**src/rtl/vec_load_sequencer.sv**
```systemverilog
// Writer side of the compute core's load port: streams (a,b) pairs into operand memory,
// waits for the core's done and reports completion, error flags and RUN cycle count.
module vec_load_sequencer #(
    parameter int unsigned DEPTH   = 1024,
    parameter int unsigned TIMEOUT = 65535
) (
    input  logic                     clk,
    input  logic                     rst,
    input  logic                     start,
    input  logic                     in_valid,
    output logic                     in_ready,
    input  logic [31:0]              in_a,
    input  logic [31:0]              in_b,
    input  logic                     in_last,
    output logic                     we,
    output logic [$clog2(DEPTH)-1:0] index,
    output logic [31:0]              a_data,
    output logic [31:0]              b_data,
    output logic [31:0]              n,
    input  logic                     done,
    output logic                     busy,
    output logic                     complete,
    output logic                     timeout_err,
    output logic                     overflow,
    output logic [31:0]              cycles
);

    localparam int unsigned IW = $clog2(DEPTH);

    typedef enum logic [1:0] {StIdle, StLoad, StRun, StDone} state_e;

    state_e        state;
    logic [IW-1:0] count;
    logic          hs;
    logic          final_pair;
    logic [31:0]   cycles_inc;

    always_comb begin
        hs         = in_valid && in_ready;
        final_pair = in_last || (count == IW'(DEPTH - 1));
        // Saturate rather than wrap so a stuck core never reports a tiny count
        cycles_inc = (cycles == 32'hFFFF_FFFF) ? cycles : cycles + 32'd1;
    end

    always_ff @(posedge clk) begin
        if (rst) begin
            state       <= StIdle;
            count       <= '0;
            in_ready    <= 1'b0;
            we          <= 1'b0;
            index       <= '0;
            a_data      <= '0;
            b_data      <= '0;
            n           <= '0;
            busy        <= 1'b0;
            complete    <= 1'b0;
            timeout_err <= 1'b0;
            overflow    <= 1'b0;
            cycles      <= '0;
        end else begin
            complete <= 1'b0;
            we       <= 1'b0;
            case (state)
                StIdle, StDone: begin
                    if (start) begin
                        state       <= StLoad;
                        count       <= '0;
                        in_ready    <= 1'b1;
                        busy        <= 1'b1;
                        timeout_err <= 1'b0;
                        overflow    <= 1'b0;
                        cycles      <= '0;
                    end
                end
                StLoad: begin
                    if (hs) begin
                        we     <= 1'b1;
                        index  <= count;
                        a_data <= in_a;
                        b_data <= in_b;
                        if (final_pair) begin
                            // Memory full without in_last: close the job and flag it
                            n        <= 32'(count);
                            overflow <= !in_last;
                            in_ready <= 1'b0;
                            state    <= StRun;
                        end else begin
                            count <= count + 1'b1;
                        end
                    end
                end
                StRun: begin
                    cycles <= cycles_inc;
                    if (done) begin
                        complete <= 1'b1;
                        busy     <= 1'b0;
                        state    <= StDone;
                    end else if (cycles_inc >= TIMEOUT) begin
                        timeout_err <= 1'b1;
                        complete    <= 1'b1;
                        busy        <= 1'b0;
                        state       <= StDone;
                    end
                end
                default: state <= StIdle;
            endcase
        end
    end

endmodule

```
**config.mk**
```make
export PLATFORM = sky130hd
export DESIGN_NAME = vec_load_sequencer
export DESIGN_NICKNAME = d
export VERILOG_FILES = /design/src/rtl/vec_load_sequencer.sv
export SDC_FILE = /design/constraint.sdc
export NUM_CORES = 1
export LEC_CHECK = 0
export CAP_MARGIN = 20
export CORE_MARGIN = 1
export CORE_UTILIZATION = 25
export DETAILED_ROUTE_END_ITERATION = 6
export GPL_ROUTABILITY_DRIVEN = 0
export PLACE_DENSITY = 0.48
export SYNTH_ARGS = -nofsm -noshare
export SYNTH_HDL_FRONTEND = slang
export SYNTH_SLANG_ARGS = --single-unit
```
**constraint.sdc**
```tcl
create_clock -name clk -period 5.8 [get_ports clk]
set_clock_uncertainty 0.1 [all_clocks]
set_input_delay 0.87 -clock clk [delete_from_list [all_inputs] [get_ports clk]]
set_output_delay 0.87 -clock clk [all_outputs]
set_load 0.01 [all_outputs]
```
==> flow_summary.json <==
{
  "status": "finished, final reports clean",
  "reg2reg_slack_ns": 2.03,
  "grt_pass1_vias": 5766,
  "tns_ns": 0,
  "clk_pin_slew_ns": 0.07,
  "whs_ns": 0.353,
  "slowest_delay_ns": 0.77,
  "drive_gt1_share_pct": 5.97,
  "postCtsHoldBufs": 0,
  "path_class": "reg -> reg",
  "cts_root_buf": "clkbuf_16",
  "htreeDepth": 4,
  "finalNonFillerCells": 1318,
  "critPathMaxFanout": 8,
  "first_iter_violations": 443,
  "tritoncts": "done",
  "timing.rr.start": "cycles[0]",
  "grt_max_degree": 75,
  "synth-main-ff-cell": "dfxtp_1",
  "die-area_mm2": 0.0262,
  "hold_viol": 0,
  "fmax_ghz": 0.265,
  "yosysWarnings": 0,
  "core_area_mm2": 0.0251,
  "grt_pass1_wl_um": 32900,
  "routed_wl_um": 20900,
  "critPathRequiredTime_ns": 6.00,
  "worst-slew-pin-transition_ns": 0.954,
  "p_leak_nw": 2.90,
  "cts_setup_buffers": 0,
  "synth_seq_cells": 134,
  "yosys.cell_count.top_type": "nand2_1",
  "io_pins": 214,
  "power_mw": 2.63,
  "synth_common_cells": "nand2_1 (183), dfxtp_1 (134), a21oi_1 (103)",
  "cp_slowest_cell": "or4_1",
  "hpwl_um": 14300,
  "synth_cells": 822,
  "ir_drop_v": 0.000199,
  "reg2reg_depth": 9,
  "postRouteAntennaNets": 0,
  "track_usage_pct": 16.0,
  "synth_area_leaders": "dfxtp_1 (42%), nand2_1 (11%), a21oi_1 (8.1%)",
  "path_cells": "ha_1, nand4_2, or4_1, nor4b_2, xnor2_1, o211ai_1, or4_4, o21ai_2, mux2_1",
  "cts.repair.resized": 0,
  "nets": 1050,
  "placed_cells": 1286,
  "critPathCapture": "state[1]",
  "num_vias": 6210,
  "setup_viol": 0,
  "powerDensity_mw_per_mm2": 293,
  "utilization_pct": 35.7,
  "vias_per_cell": 4.71,
  "hold_class": "reg -> reg",
  "synth_top_area_share_pct": 42.1,
  "relSlewSlack_pct": 36.4,
  "numCtsBuffers": 17,
  "grt_overflow": 0,
  "synthDistinctLibCells": 59,
  "antenna_found_initial": 0,
  "drv_slew": 0,
  "die_w_um": 162,
  "numClockSinks": 134,
  "die_h_um": 162,
  "cap_violations": 0,
  "portBuffers": 191,
  "r2r_end": "state[1]",
  "cts.path.max_buffers": 2,
  "period_minus_slack_ns": 3.77,
  "rsz0062_at_grt": "no",
  "drtPass1Iterations": 5,
  "synth_top_cell_by_area": "dfxtp_1",
  "drt-wirelength-per-cell_um": 15.8,
  "synth_edf_count": 0,
  "rows": 58,
  "seq_area_frac_synth_pct": 42.1,
  "start_util_pct": 25.4,
  "area.growth.synth_to_final_pct": 40.5,
  "antenna_cells": 0,
  "async_reset_ff_share_pct": 0,
  "synth_area_mm2": 0.00638,
  "n_fill_cell": 2658,
  "worstSetupEndpointType": "flop",
  "start_kind": "flop",
  "finalCritPeriodShare_pct": 65.0,
  "drc_errors": 0,
  "syn_area_per_cell_um2": 7.76,
  "critPathLaunch": "cycles[0]",
  "arrival_ns": 3.98,
  "clk-insertion-delay-late_ns": 0.42
}
==> worst min path at each step <==
stage | from | endpoint | slack (ns) | depth (start not counted)
final | a_data[7] | a_data[7] | 0.35 | 2
after global routing | a_data[13] | a_data[13] | 0.37 | 2
after CTS | a_data[22] | a_data[22] | 0.36 | 2
after detailed placement | b_data[30] | b_data[30] | 0.35 | 2
after global placement | a_data[17] | a_data[17] | 0.34 | 2
after floorplan | count[9] | index[9] | 0.36 | 2
==> sequential cells by signal, indices dropped and copies added (netlist names) <==
name	count
we	1
cycles	32
b_data	32
state	2
busy	1
overflow	1
a_data	32
n	10
count	10
complete	1
in_ready	1
timeout_err	1
index	10
==> cell usage in the layout (no fill, tap or decap), drive strengths merged, types with 5 or more instances in the layout <==
cell type,synthesis,layout
clkbuf,39,17
or3,7,7
xor2,8,8
nand4,25,25
nor4,10,10
inv,13,22
nand3,16,16
o21ai,30,30
a21oi,103,103
nor3,16,16
nor2,72,72
buf,46,8
clkdlybuf4s50,0,190
conb,1,22
nand2,183,183
or4,8,8
xnor2,9,9
ha,5,5
and4,10,10
mux2i,11,11
a211oi,6,6
a311oi,9,9
and2,5,5
dfxtp,134,134
a31oi,9,9
==> routing by layer <==
metal  routed length (um)  global-route usage [%]  part of all wire, %
met1                10000                    22.2                   48
met2                 9340                    24.2                   45
met3                 1050                    3.40                  5.0
met4                  459                    6.05                  2.2
met5                    0                       0                    0
==> where the power goes <==
| group | total (mW) | internal, mW | switching [mW] |
|---|---|---|---|
| Sequential | 0.995 | 0.962 | 0.0337 |
| Combinational | 0.587 | 0.224 | 0.363 |
| Clock | 1.04 | 0.565 | 0.478 |
| Total | 2.63 | 1.75 | 0.874 |
==> area by class of cell <==
class                   count  area (um^2)  area share, %
well taps                 330          413           4.61
clock inverters            15          133           1.48
clock buffers              17          425           4.75
flip-flops and latches    134         2680           29.9
multi-input cells         611         3300           36.8
inverters                  13         48.8          0.544
repair buffers            198         1960           21.9
==> worst max-delay path: cells and delay by family (launching register included) <==
family | cells | cell delay [ns]
AND/OR/NAND/NOR | 4 | 1.93
flip-flops | 1 | 0.47
adder cells (fa/ha/maj) | 1 | 0.35
multiplexers | 1 | 0.33
AO/OA/AOI/OAI | 2 | 0.30
XOR/XNOR | 1 | 0.18
==> through the flow <==
stage | setup WS, ns | instance area [um^2]
4_1_cts | 2.06 | 8960
3_3_place_gp | 2.18 | 8410
3_5_place_dp | 2.08 | 8410
2_1_floorplan | 2.43 | 6460
6_report | 2.03 | 8960
5_1_grt | 1.79 | 8960
==> cell families (layout without fill, tap and decap cells) <==
family / count (synthesis) / count (layout) / share of synthesized area [%]
other cells: 1 / 22 / 0.0588
mux: 13 / 13 / 2.08
xor+xnor: 17 / 17 / 2.33
simple gates: 367 / 367 / 27.7
flops: 134 / 134 / 42.1
compound gates: 187 / 187 / 17.2
fa+ha+maj: 5 / 5 / 0.981
buf+inv: 98 / 243 / 7.59
Note: power is estimated with default switching activity, not from simulation.
